File: config.mk
export PLATFORM = sky130hd
export DESIGN_NAME = captador_numerico_flat
export DESIGN_NICKNAME = d
export VERILOG_FILES = /design/src/rtl/captador_numerico_if.sv /design/src/rtl/captador_numerico.sv /design/src/flat_wrapper.sv
export SDC_FILE = /design/constraint.sdc
export NUM_CORES = 1
export LEC_CHECK = 0
export CORE_MARGIN = 2
export CORE_UTILIZATION = 45
export CTS_CLUSTER_DIAMETER = 120
export CTS_CLUSTER_SIZE = 28
export DETAILED_ROUTE_END_ITERATION = 8
export MAX_ROUTING_LAYER = met4
export PLACE_DENSITY_LB_ADDON = 0.3
export SYNTH_ARGS = -nofsm -noshare
export SYNTH_HDL_FRONTEND = slang
export SYNTH_SLANG_ARGS = --single-unit
File: constraint.sdc
create_clock -name ADC_CLK_10 -period 11.2 [get_ports ADC_CLK_10]
set_input_delay 1.12 -clock ADC_CLK_10 [delete_from_list [all_inputs] [get_ports ADC_CLK_10]]
set_output_delay 1.12 -clock ADC_CLK_10 [all_outputs]
set_load 0.02 [all_outputs]
File: src/rtl/captador_numerico_if.sv
// Committed-value handshake between captador_numerico and its consumer.
// master: drives VALOR/VALOR_VALIDO, samples PRONTO; slave: the reverse.
interface captador_numerico_if #(
    parameter int VALUE_W = 10
);
    logic [VALUE_W-1:0] VALOR;
    logic               VALOR_VALIDO;
    logic               PRONTO;

    modport master (
        output VALOR,
        output VALOR_VALIDO,
        input  PRONTO
    );

    modport slave (
        input  VALOR,
        input  VALOR_VALIDO,
        output PRONTO
    );
endinterface

File: src/rtl/captador_numerico.sv
// Switch/key front-end: synchronize, debounce, edge-detect, accumulate
// decimal digits and hand the committed value downstream (valid/ready).
//
// Ports:
//   ADC_CLK_10   system clock
//   RESET        synchronous, active-high reset
//   SW[0:9]      raw switches; a debounced rise on SW[n] enters digit n
//   KEY_PROXIMO  raw "next" key: commits the accumulated value
//   KEY_CLEAR    raw "clear" key: drops entry, error and pending value
//   saida        VALOR / VALOR_VALIDO out, PRONTO in
//   PARCIAL      live accumulator (for the HEX display)
//   NUM_DIGITOS  digits currently accumulated
//   ERRO         sticky entry error
module captador_numerico #(
    parameter int DEBOUNCE_CYCLES = 4,
    parameter int MAX_DIGITS      = 3,
    parameter int VALUE_W         = 10
) (
    input  logic               ADC_CLK_10,
    input  logic               RESET,
    input  logic [0:9]         SW,
    input  logic               KEY_PROXIMO,
    input  logic               KEY_CLEAR,
    captador_numerico_if.master saida,
    output logic [VALUE_W-1:0] PARCIAL,
    output logic [1:0]         NUM_DIGITOS,
    output logic               ERRO
);

    localparam int CNT_W = $clog2(DEBOUNCE_CYCLES + 1);
    localparam logic [CNT_W-1:0] CNT_MAX = CNT_W'(DEBOUNCE_CYCLES);
    localparam logic [1:0] NUM_MAX = 2'(MAX_DIGITS);

    localparam int B_PROX = 10;
    localparam int B_CLR  = 11;

    typedef enum logic {
        COLETA,
        PENDENTE
    } estado_t;

    // bits 0..9 = SW digit n, bit 10 = next key, bit 11 = clear key
    logic [11:0] bruto;
    logic [11:0] sinc_a;
    logic [11:0] sinc_b;
    logic [11:0] sinc_ant;
    logic [11:0] estavel;
    logic [11:0] estavel_n;
    logic [11:0] borda;
    logic [CNT_W-1:0] cnt;
    logic [CNT_W-1:0] cnt_n;

    estado_t            estado;
    estado_t            estado_n;
    logic [VALUE_W-1:0] valor_q;
    logic [VALUE_W-1:0] valor_n;
    logic [VALUE_W-1:0] parcial_q;
    logic [VALUE_W-1:0] parcial_n;
    logic [VALUE_W-1:0] vezes10;
    logic [1:0]         num_q;
    logic [1:0]         num_n;
    logic               erro_q;
    logic               erro_n;
    logic [3:0]         digito;

    always_comb begin
        bruto = '0;
        for (int i = 0; i < 10; i++) begin
            bruto[i] = SW[i];
        end
        bruto[B_PROX] = KEY_PROXIMO;
        bruto[B_CLR]  = KEY_CLEAR;
    end

    // cnt counts how many consecutive cycles the synchronized vector has
    // held its current value (1 on the cycle it changes), saturating.
    // The vector is adopted on the cycle that count reaches the target,
    // and the edge register sees old vs. new debounced level directly.
    always_comb begin
        if (sinc_b != sinc_ant) begin
            cnt_n = CNT_W'(1);
        end else if (cnt == CNT_MAX) begin
            cnt_n = cnt;
        end else begin
            cnt_n = cnt + CNT_W'(1);
        end
        estavel_n = (cnt_n == CNT_MAX) ? sinc_b : estavel;
    end

    always_ff @(posedge ADC_CLK_10) begin
        if (RESET) begin
            sinc_a   <= '0;
            sinc_b   <= '0;
            sinc_ant <= '0;
            estavel  <= '0;
            cnt      <= '0;
            borda    <= '0;
        end else begin
            sinc_a   <= bruto;
            sinc_b   <= sinc_a;
            sinc_ant <= sinc_b;
            estavel  <= estavel_n;
            cnt      <= cnt_n;
            borda    <= estavel_n & ~estavel;
        end
    end

    assign vezes10 = (parcial_q << 3) + (parcial_q << 1);

    always_comb begin
        estado_n  = estado;
        valor_n   = valor_q;
        parcial_n = parcial_q;
        num_n     = num_q;
        erro_n    = erro_q;
        digito    = '0;

        for (int i = 0; i < 10; i++) begin
            if (borda[i]) begin
                digito = 4'(i);
            end
        end

        // handshake completes independently of the entry keys
        if (estado == PENDENTE && saida.PRONTO) begin
            estado_n = COLETA;
        end

        if (borda[B_CLR]) begin
            parcial_n = '0;
            num_n     = '0;
            erro_n    = 1'b0;
            estado_n  = COLETA;
        end else if (borda[B_PROX]) begin
            // a coincident digit edge is dropped silently
            if (estado == PENDENTE) begin
                erro_n = 1'b1;
            end else if (num_q != 2'd0) begin
                valor_n   = parcial_q;
                parcial_n = '0;
                num_n     = '0;
                erro_n    = 1'b0;
                estado_n  = PENDENTE;
            end
        end else if (borda[9:0] != 10'd0) begin
            if (!$onehot(borda[9:0])) begin
                erro_n = 1'b1;
            end else if (num_q >= NUM_MAX) begin
                erro_n = 1'b1;
            end else begin
                parcial_n = vezes10 + VALUE_W'(digito);
                num_n     = num_q + 2'd1;
            end
        end
    end

    always_ff @(posedge ADC_CLK_10) begin
        if (RESET) begin
            estado    <= COLETA;
            valor_q   <= '0;
            parcial_q <= '0;
            num_q     <= '0;
            erro_q    <= 1'b0;
        end else begin
            estado    <= estado_n;
            valor_q   <= valor_n;
            parcial_q <= parcial_n;
            num_q     <= num_n;
            erro_q    <= erro_n;
        end
    end

    assign saida.VALOR        = valor_q;
    assign saida.VALOR_VALIDO = (estado == PENDENTE);
    assign PARCIAL            = parcial_q;
    assign NUM_DIGITOS        = num_q;
    assign ERRO               = erro_q;

endmodule

File: src/flat_wrapper.sv
// flat-port wrapper written by rule: the top's interface ports become plain ports
module captador_numerico_flat 
#(
    parameter int DEBOUNCE_CYCLES = 4,
    parameter int MAX_DIGITS      = 3,
    parameter int VALUE_W         = 10
)
  (ADC_CLK_10, RESET, SW, KEY_PROXIMO, KEY_CLEAR, PARCIAL, NUM_DIGITOS, ERRO, saida_VALOR, saida_VALOR_VALIDO, saida_PRONTO);
  captador_numerico_if #(.VALUE_W(VALUE_W)) saida_i ();
  input  logic ADC_CLK_10;
  input  logic RESET;
  input  logic [0:9] SW;
  input  logic KEY_PROXIMO;
  input  logic KEY_CLEAR;
  output logic [VALUE_W-1:0] PARCIAL;
  output logic [1:0] NUM_DIGITOS;
  output logic ERRO;
  output wire logic [$bits(saida_i.VALOR)-1:0] saida_VALOR;
  output wire logic [$bits(saida_i.VALOR_VALIDO)-1:0] saida_VALOR_VALIDO;
  input wire logic [$bits(saida_i.PRONTO)-1:0] saida_PRONTO;
  assign saida_VALOR = saida_i.VALOR;
  assign saida_VALOR_VALIDO = saida_i.VALOR_VALIDO;
  assign saida_i.PRONTO = saida_PRONTO;
  captador_numerico #(.DEBOUNCE_CYCLES(DEBOUNCE_CYCLES), .MAX_DIGITS(MAX_DIGITS), .VALUE_W(VALUE_W)) u_core (.ADC_CLK_10(ADC_CLK_10), .RESET(RESET), .SW(SW), .KEY_PROXIMO(KEY_PROXIMO), .KEY_CLEAR(KEY_CLEAR), .saida(saida_i), .PARCIAL(PARCIAL), .NUM_DIGITOS(NUM_DIGITOS), .ERRO(ERRO));
endmodule
======== After elaboration in Yosys (flattened, before gate mapping) ========
Index checks and enable logic that the tools add are counted.
W data, S select, Z words.
storage, ports and cells
  output and inout bits ................... 24
  register bits after elaboration ......... 87
  input bits .............................. 15
operators by class
  add/subtract/negate cells ............... 13
  order comparisons ....................... 1
  bitwise operators ....................... 4
  reduce and logical (&&, ||, !) cells .... 9
  eq/ne operators ......................... 9
  multiplexer cells ....................... 34
operators with widths
  kind                   number
  $mux W10               6
  $mux W3                6
  $add A4 B4 Y4          4
  $mux W2                8
  $and A12 B12 Y12       1
  $mux W12               1
  $ne A12 B12 Y1         1
  $not A12 Y12           1
  $mux W1                11
  $add A1 B1 Y2          5
  $add A10 B10 Y10       1
  $add A10 B4 Y10        1
  $reduce_bool A10 Y1    1
  $mux W4                2
  $eq A3 B3 Y1 const B   2
  $reduce_bool A2 Y1     3
  $reduce_and A5 Y1      1
  $eq A4 B1 Y1 const B   1
  $ne A2 B2 Y1 const B   2
  $reduce_and A4 Y1      1
  $add A3 B1 Y3 const B  1
  $ne A3 B2 Y1 const B   1
  $ne A3 B3 Y1 const B   1
  $reduce_and A3 Y1      1
  6 further kinds        7

======== Logic depth before layout (Yosys ltp) ========
Gate-level depths: netlist of run 1.
  depth after elaboration ................. 14
  mapped depth ............................ 14
  depth with buffers taken out ............ 14

======== Worst setup path after synthesis of run 1 ========
OpenSTA, ideal clock, no wires.
  path type ............................... register -> register
  start ................................... reg u_core.borda[8]
  end ..................................... reg u_core.parcial_q[6] (netlist: u_core.PARCIAL[6])
  setup time .............................. 0.070 ns
  setup slack ............................. 7.354 ns
  data required time ...................... 11.130 ns
  arrival time ............................ 3.775 ns
  cell stages (with the launch flop) ...... 13
  path buffers ............................ 0
  cell sequence ........................... dfxtp_1 -> inv_1 -> ha_1 -> inv_1 -> fa_1 -> fa_1 -> fa_1 -> fa_1 -> nor4b_1 -> nand2_1 -> o21a_4 -> or4_1 -> a21oi_1
on the way
  cells in the longest elaborated chain, start to end .. 7
  elaborated cells between the ends (all ways) .. 14
  classes of those cells .................. 3 x add/sub; 1 x eq/ne; 6 x mux; 4 x reduce/logical
RTL lines
  element                 RTL line                  text
  from (decl)             captador_numerico.sv:49   logic [11:0] borda;
  from (signal assigned)  captador_numerico.sv:104  borda <= estavel_n & ~estavel;
  $mux W4 (2 in a row)    captador_numerico.sv:119  if (borda[i]) begin
  $add A10 B4 Y10         captador_numerico.sv:151  parcial_n = vezes10 + VALUE_W'(digito);
  $mux W10                captador_numerico.sv:148  end else if (num_q >= NUM_MAX) begin
  $mux W10                captador_numerico.sv:146  if (!$onehot(borda[9:0])) begin
  $mux W10                captador_numerico.sv:145  end else if (borda[9:0] != 10'd0) begin
  $mux W10                captador_numerico.sv:134  end else if (borda[B_PROX]) begin
  to (signal assigned)    captador_numerico.sv:167  parcial_q <= parcial_n;
  to (decl)               captador_numerico.sv:57   logic [VALUE_W-1:0] parcial_q;
Several ways; a longest one is shown, not always the timed one. The select of a mux whose other input is x is not followed.
A chain may end at the register's enable or synchronous reset.

======== Final worst setup path of run 1 ========
Ends and elaborated chain as after synthesis.

==> metrics list, run 1 <==
- Root buffer cell: clkbuf_8
* Global-route wire length before repair: 12600 µm
- Internal power comes to 419 µW.
* Synth-to-Final Area Change: 16.4%
- Setup violations, final: 0
* Y dimension of the die: 97.5 µm
- Most frequent cells after synthesis: 87 x dfxtp_1, 48 x nor2b_1, 36 x inv_1, 32 x ha_1, 28 x nand2_1
- DR vias: 2798
- After clock tree synthesis, the clock-pin slew on the worst setup and hold paths is 0.08 ns.
* Setup repair after global routing missed its margin: false
- Across the run, the number of max-cap violations was 0.
- Min-Delay Path Depth: 1
- Vias per cell: 5.09
- Post-synth design cell area: 3940 µm²
* Portion of the clock cycle consumed by the worst path in the final layout: 0.370
- In the final layout, the share of cells above drive strength 1 is 0.0588.
* Endpoint of the worst hold-timing path: u_core.borda[2]
- Required time at the worst-slack endpoint: 11.49 ns
- For this run, the register share of the synthesized area comes to 0.442.
- Capturing element type of the critical path: flop
- Rel. slew slack: 0.589
- Critical path buffer and inverter count: 2
* Drt first pass iters: 5
- Mapped Nets: 456
- Counting along the longest clock path gives a buffer depth of 2.
* Hold path start: u_core.estavel[2]
- Number of buffers added for setup after CTS: 0
- The number of antenna violations at the first check in global routing came to 0.
- Synthesized area per cell: 9.82 µm²
- Among cell families on the critical path, the largest total delay comes from adder cells.
- The congestion estimate from routability-driven global placement came to 0.840.
- On the critical path, the stage with the largest delay is an instance of fa_1.
- For this run, the total global-route usage over all layers was measured as 0.165.
- Fraction of power consumed by combinational cells: 0.038
- Final min period: 4.14 ns
- After floorplanning, the core was divided into 34 placement rows.
- The tree built by TritonCTS fans out to 87 sinks.
* Number of cells upsized or downsized after cts: 0
* Cell chain of the critical path: inv_1, ha_1, inv_1, fa_1, fa_1, fa_1, fa_1, nor4b_1, nand2_1, o21a_4, or4_1, a21oi_1
- Path class of the lowest-slack min-delay path: flop to flop
- I/O pin count: 39
- Number of antenna-violating nets in the routed design: 0
* Power per cell area: 118 nW/µm²
* Slew at the pin closest to its max-slew limit: 0.614 ns
- Setup slack on the worst reg-to-reg path comes out at 7.06 ns.
- TritonCTS created 9 clock buffers.
- Summed over all instances, the cell type with the most area after synthesis is dfxtp_1.
- Of all nets on the critical path, the largest fanout is 14.
- Cells on worst reg2reg path: 12
- The share of total power dissipated in sequential elements is 0.589.
* Insertion delay to the later sink of the worst-skew pair: 0.35 ns
- Largest incremental delay on the critical path: 0.55 ns
- Of the total power, the share spent switching nets is 0.222.
- Share of synthesized registers carrying an async set or reset: 0
- Among the stages of the critical path, the cell type that occurs most often is fa_1.
- The max-slew violation count came to 0.
- For this configuration, the core starts out at a cell density of 0.458.
- In the routed design, unresolved DRC markers number 0.
- Summed over all layers, the routed wires come to 7250 µm.
- Sorting the synthesized cells by area gives the leading types as dfxtp_1 44%, ha_1 10%, nor2b_1 7.6%, fa_1 4.1%, xnor2_1 4.0%.
- CTS tree: yes
- Capturing point of the worst reg2reg path: u_core.PARCIAL[6]
* Data arrival at the endpoint of the critical path: 4.43 ns
* Highest clock frequency the design can meet: 0.242 GHz
- Cell variety after synth: 47
* Fin Setup TNS: 0 ns
- Number of buffers inserted by hold repair at cts: 0
- Synthesis produced a netlist whose cell count is 401.
- The analysis attributes to net switching a power of 120 µW.
- 0 antenna diodes ended up in the layout.
- Die width: 97.5 µm
- Worst ir drop on vdd: 0.0000702 V
* CP startpoint kind: flop
- The total area inside the core boundary comes to 8590 µm².
* Global route overflow: 0
* Number of violations reported at the end of detailed-routing iteration 0: 130
- Worst setup path category: flop to flop
- Final HPWL DP: 5300 µm
- In this run the static leakage power is 0.00178 µW.
- Counting flops and latches in the post-synthesis netlist gives 87.
- Entering global routing, the biggest net connects 63 pins.
- The H-tree was split into 3 levels.
* Share of Yosys cell area claimed by the top area cell type: 0.442
- The final count of hold timing violations came to 0.
- Overall die area: 9510 µm²
* Worst Skew: 0.00811 ns
- The layout has 781 filler cells.
- In the post-synthesis netlist, the cell with the most instances is dfxtp_1.
- At the end of the flow the core is filled with cells to 0.533.
- Wire per inst: 13.2 µm
- Number of nets at the end of the flow: 492
- The most used flip-flop cell after synthesis is dfxtp_1.
- The via count of the first global-routing pass is 2703.
* Status: finished, final reports clean
- RR Startpoint: u_core.borda[8]
- Of the total power, the clock network draws 0.373.
- For this run, the number of Yosys warnings is 0.
- Count of buffers inserted at the top-level ports: 38
- Number of synthesized flops with an enable pin: 0
[worst max path at each step]
stage / from / to / slack [ns] / cells past startpoint
after detailed placement: u_core.borda[8] / u_core.PARCIAL[6] / 7.08 / 12
after global routing: u_core.borda[8] / u_core.PARCIAL[6] / 6.78 / 12
after global placement: u_core.borda[8] / u_core.PARCIAL[6] / 7.21 / 12
final: u_core.borda[8] / u_core.PARCIAL[6] / 7.06 / 12
after floorplan: u_core.borda[8] / u_core.PARCIAL[6] / 7.35 / 12
after CTS: u_core.borda[8] / u_core.PARCIAL[6] / 7.07 / 12
[metrics by stage]
| stage | std cells | instance area, µm² | hold slack, ns | worst slack (ns) | power, µW |
|---|---|---|---|---|---|
| 4_1_cts | 550 | 4580 | 0.413 | 7.07 | 544 |
| 5_1_grt | 550 | 4580 | 0.422 | 6.78 | 562 |
| 3_3_place_gp | 534 | 4400 | 0.400 | 7.21 | 345 |
| 6_report | 550 | 4580 | 0.412 | 7.06 | 539 |
| 2_1_floorplan | 401 | 3940 | 0.388 | 7.35 | 337 |
| 3_5_place_dp | 534 | 4400 | 0.400 | 7.08 | 345 |
[kinds of logic (layout without fill, tap and decap cells)]
group | count (synthesis) | count (layout) | synth area share
buffers and inverters | 50 | 91 | 0.0486
adder cells (fa/ha/maj) | 40 | 40 | 0.142
AO/OA/AOI/OAI | 60 | 60 | 0.0947
flip-flops | 87 | 87 | 0.442
multiplexers | 12 | 12 | 0.0340
AND/OR/NAND/NOR | 133 | 133 | 0.195
XOR/XNOR | 19 | 19 | 0.0423
[flip-flops by register name, summed over array words and instances, names as in the netlist]
signal,count
u_core.cnt,3
u_core.sinc_a,12
u_core.saida.VALOR_VALIDO,1
u_core.sinc_b,12
u_core.sinc_ant,12
u_core.NUM_DIGITOS,2
u_core.PARCIAL,10
u_core.borda,12
u_core.ERRO,1
u_core.saida.VALOR,10
u_core.estavel,12
[metal layers]
metal  global-route usage  share of wire  vias up
met3               0.0396          0.050       10
met1                0.208           0.46     1313
met4               0.0459          0.013        0
met5                    -              0        -
li1                     -              -     1410
met2                0.267           0.48       65
[power groups by stage]
stage	clock (µW)	sequential [µW]	combinational, µW
CTS	206	317	20.9
finish	201	317	20.3
global placement	0	325	20.5
floorplan	0	324	13.3
detailed placement	0	325	20.8
global route	221	318	23.2
[cells in the final DEF, fill, tap and decap left out, types with 5 or more instances in the layout]
master           synthesis  routed
ha_1                    32      32
a21oi_1                 25      25
fa_1                     8       8
o21ai_0                 13      13
nor3b_1                 12      12
nand2b_1                 6       6
nor2b_1                 48      48
clkdlybuf4s50_1          0      37
inv_1                   36      36
dfxtp_1                 87      87
mux2_1                   8       8
nand4_1                  9       9
nor3_1                   7       7
xnor2_1                 18      18
clkbuf_8                 0      11
nand2_1                 28      28
nor2_1                   5       5
[layout make-up]
class	instances	area, µm²	share of cell area
inverter	36	135	0.0295
multi-input combinational	264	2000	0.437
clock buffer	12	155	0.0339
clock inverter	4	28.8	0.00628
tap	108	135	0.0295
timing repair buffer	39	383	0.0836
sequential	87	1740	0.380
No activity file was read; power rests on OpenSTA's default activity.
==> run 2: changes to the inputs <==
Clock period 11.2 ns to 4.3 ns, I/O delays scaled along.
==> metrics list, run 2 (synthesis gave the netlist of run 1 again) <==
- Portion of the clock cycle consumed by the worst path in the final layout: 0.957
- Leading cell types in the layout, fill and taps excluded: 87 x dfxtp_1, 48 x nor2b_1, 37 x clkdlybuf4s50_1
- Most common library cell in the layout ignoring fill and taps: dfxtp_1
* Final HPWL DP: 5410 µm
- Status: finished, final reports clean
- Insertion delay to the later sink of the worst-skew pair: 0.36 ns
- For the pin with the worst max-slew slack, the measured transition is 0.613 ns.
- Total stage count of the critical path: 12
- Buffers inserted during clock tree synthesis total 9.
* Fin. max-slew vios: 0
- The most critical setup path has its endpoint at u_core.PARCIAL[6].
* Vias in the first global route: 2731
* Drt first pass iters: 4
- Capturing point of the worst reg2reg path: u_core.PARCIAL[6]
- For this design, the sink count on the clock tree is 87.
- Clock H-tree levels: 3
- Fin Setup TNS: 0 ns
- Overall die area: 9510 µm²
- The sequential cells in the finished layout cover a total of 1740 µm².
* Number of violations reported at the end of detailed-routing iteration 0: 90
* Total placed instance area: 4400 µm²
* Area taken by multi-input logic gates: 2010 µm²
* Maximum root-to-sink buffer count: 2
* Number of antenna-violating nets in the routed design: 0
- In this run the critical register-to-register path is launched from u_core.borda[8].
- The worst hold path belongs to the class flop to flop.
- Number of buffers added for setup after CTS: 0
* Synth-to-Final Area Change: 17.5%
* Required time at the worst-slack endpoint: 4.59 ns
* Vias per cell: 5.06
* Count of buffers inserted at the top-level ports: 38
- The critical path contains buffers and inverters numbering 2 combined.
- Largest incremental delay on the critical path: 0.55 ns
- The setup check on the worst reg-to-reg path leaves a slack of 0.18 ns.
- Measured along the y axis, the die boundary spans 97.5 µm.
- Final min period: 4.12 ns
* Data arrival at the endpoint of the critical path: 4.41 ns
- After clock tree synthesis, the repair step resized 0 gates.
- Hold repair after CTS inserted 0 buffers.
- After routing the design area is 4620 µm².
- Across the VDD grid, the largest voltage drop is 0.000269 V.
- The initialized floorplan defines 34 standard-cell rows.
- Leakage power of the design: 0.00180 µW
- Static timing analysis puts the maximum clock frequency at 0.243 GHz.
* Setup violations, final: 0
* Core Box Area: 8590 µm²
* Rel. slew slack: 0.590
- Routed wire length: 7270 µm
- For this configuration, the core starts out at a cell density of 0.458.
- By startpoint and endpoint, the worst setup path is classified as flop to flop.
- Root buffer cell: clkbuf_8
* Global-route wire length before repair: 12500 µm
* Fin util: 0.538
- After the last flow step, the layout net total stands at 492.
* Maximum number of pins on one net before global-route repair: 33
* Die width: 97.5 µm
- DR vias: 2785
- The filler cells instantiated in the layout total 809.
- For this design the ratio of total power to cell area is 325 nW/µm².
- Wire per inst: 13.2 µm
- The worst setup path is captured at a flop.
- Worst Skew: 0.00720 ns
- In the global route stage, overall resource usage came out at 0.166.
- Cell with the most instances on the worst path: fa_1
- Antenna violations before repair: 0
- Proportion of layout cells with a drive suffix above 1: 0.0611
- TritonCTS built the clock tree.
* Number of cells in the finished layout apart from fillers: 550
* Cell at the slowest stage of the critical path: fa_1
- CP startpoint kind: flop
- For the worst flop-to-flop path, the logic depth is 12.
* Number of maximum-capacitance violations: 0
- The number of antenna diodes in the final layout is 0.
- Walking the worst path, the cells encountered are inv_1, ha_1, inv_1, fa_1, fa_1, fa_1, fa_1, nor4b_2, nand2_1, o21a_4, or4_1, a21oi_1.
* I/O pin count: 39
* Global route overflow: 0
* Cell family contributing the most delay on the critical path: adder cells
* Gp weighted congestion: 0.840
* Total placed cells including tap cells: 534
- In this run the worst path has a maximum fanout of 14.
- # DRC: 0
* Startpoint of the worst setup timing path: u_core.borda[8]
- Final hold violation count: 0
- Clock-pin slew was measured on the worst setup and hold paths at 0.09 ns.
## run 2: report_power, final
part	internal, µW	switching [µW]
registers	819	7.01
logic	29.4	24.2
clock network	332	290
total	1180	321
## run 2: worst min-delay path by stage
stage | startpoint | to | slack [ns] | cells after the start
2_1_floorplan | u_core.estavel[0] | u_core.borda[0] | 0.39 | 1
3_3_place_gp | u_core.estavel[1] | u_core.borda[1] | 0.40 | 1
3_5_place_dp | u_core.estavel[1] | u_core.borda[1] | 0.40 | 1
4_1_cts | u_core.estavel[2] | u_core.borda[2] | 0.42 | 1
5_1_grt | u_core.estavel[10] | u_core.borda[10] | 0.44 | 1
6_report | u_core.estavel[2] | u_core.borda[2] | 0.42 | 1
## run 2: per-stage QoR
stage          hold slack, ns  worst slack [ns]  total power (µW)
3_5_place_dp            0.403             0.205               901
2_1_floorplan           0.388             0.454               879
6_report                0.416             0.183              1500
3_3_place_gp            0.400             0.305               899
4_1_cts                 0.418             0.197              1520
5_1_grt                 0.440           -0.0288              1560
## run 2: per-layer routing
metal	vias to the layer above	global-route usage	routed length [µm]
li1	1413	-	-
met1	1291	0.202	3210
met2	72	0.271	3600
met3	9	0.0353	348
met4	0	0.0652	114
met5	-	-	0
## run 2: cell type report
class,count,share of cell area
repair buffers,39,0.0828
clock buffers,10,0.0276
multi-input cells,264,0.435
clock inverters,6,0.0198
flip-flops and latches,87,0.377
well taps,108,0.0292
inverters,36,0.0292
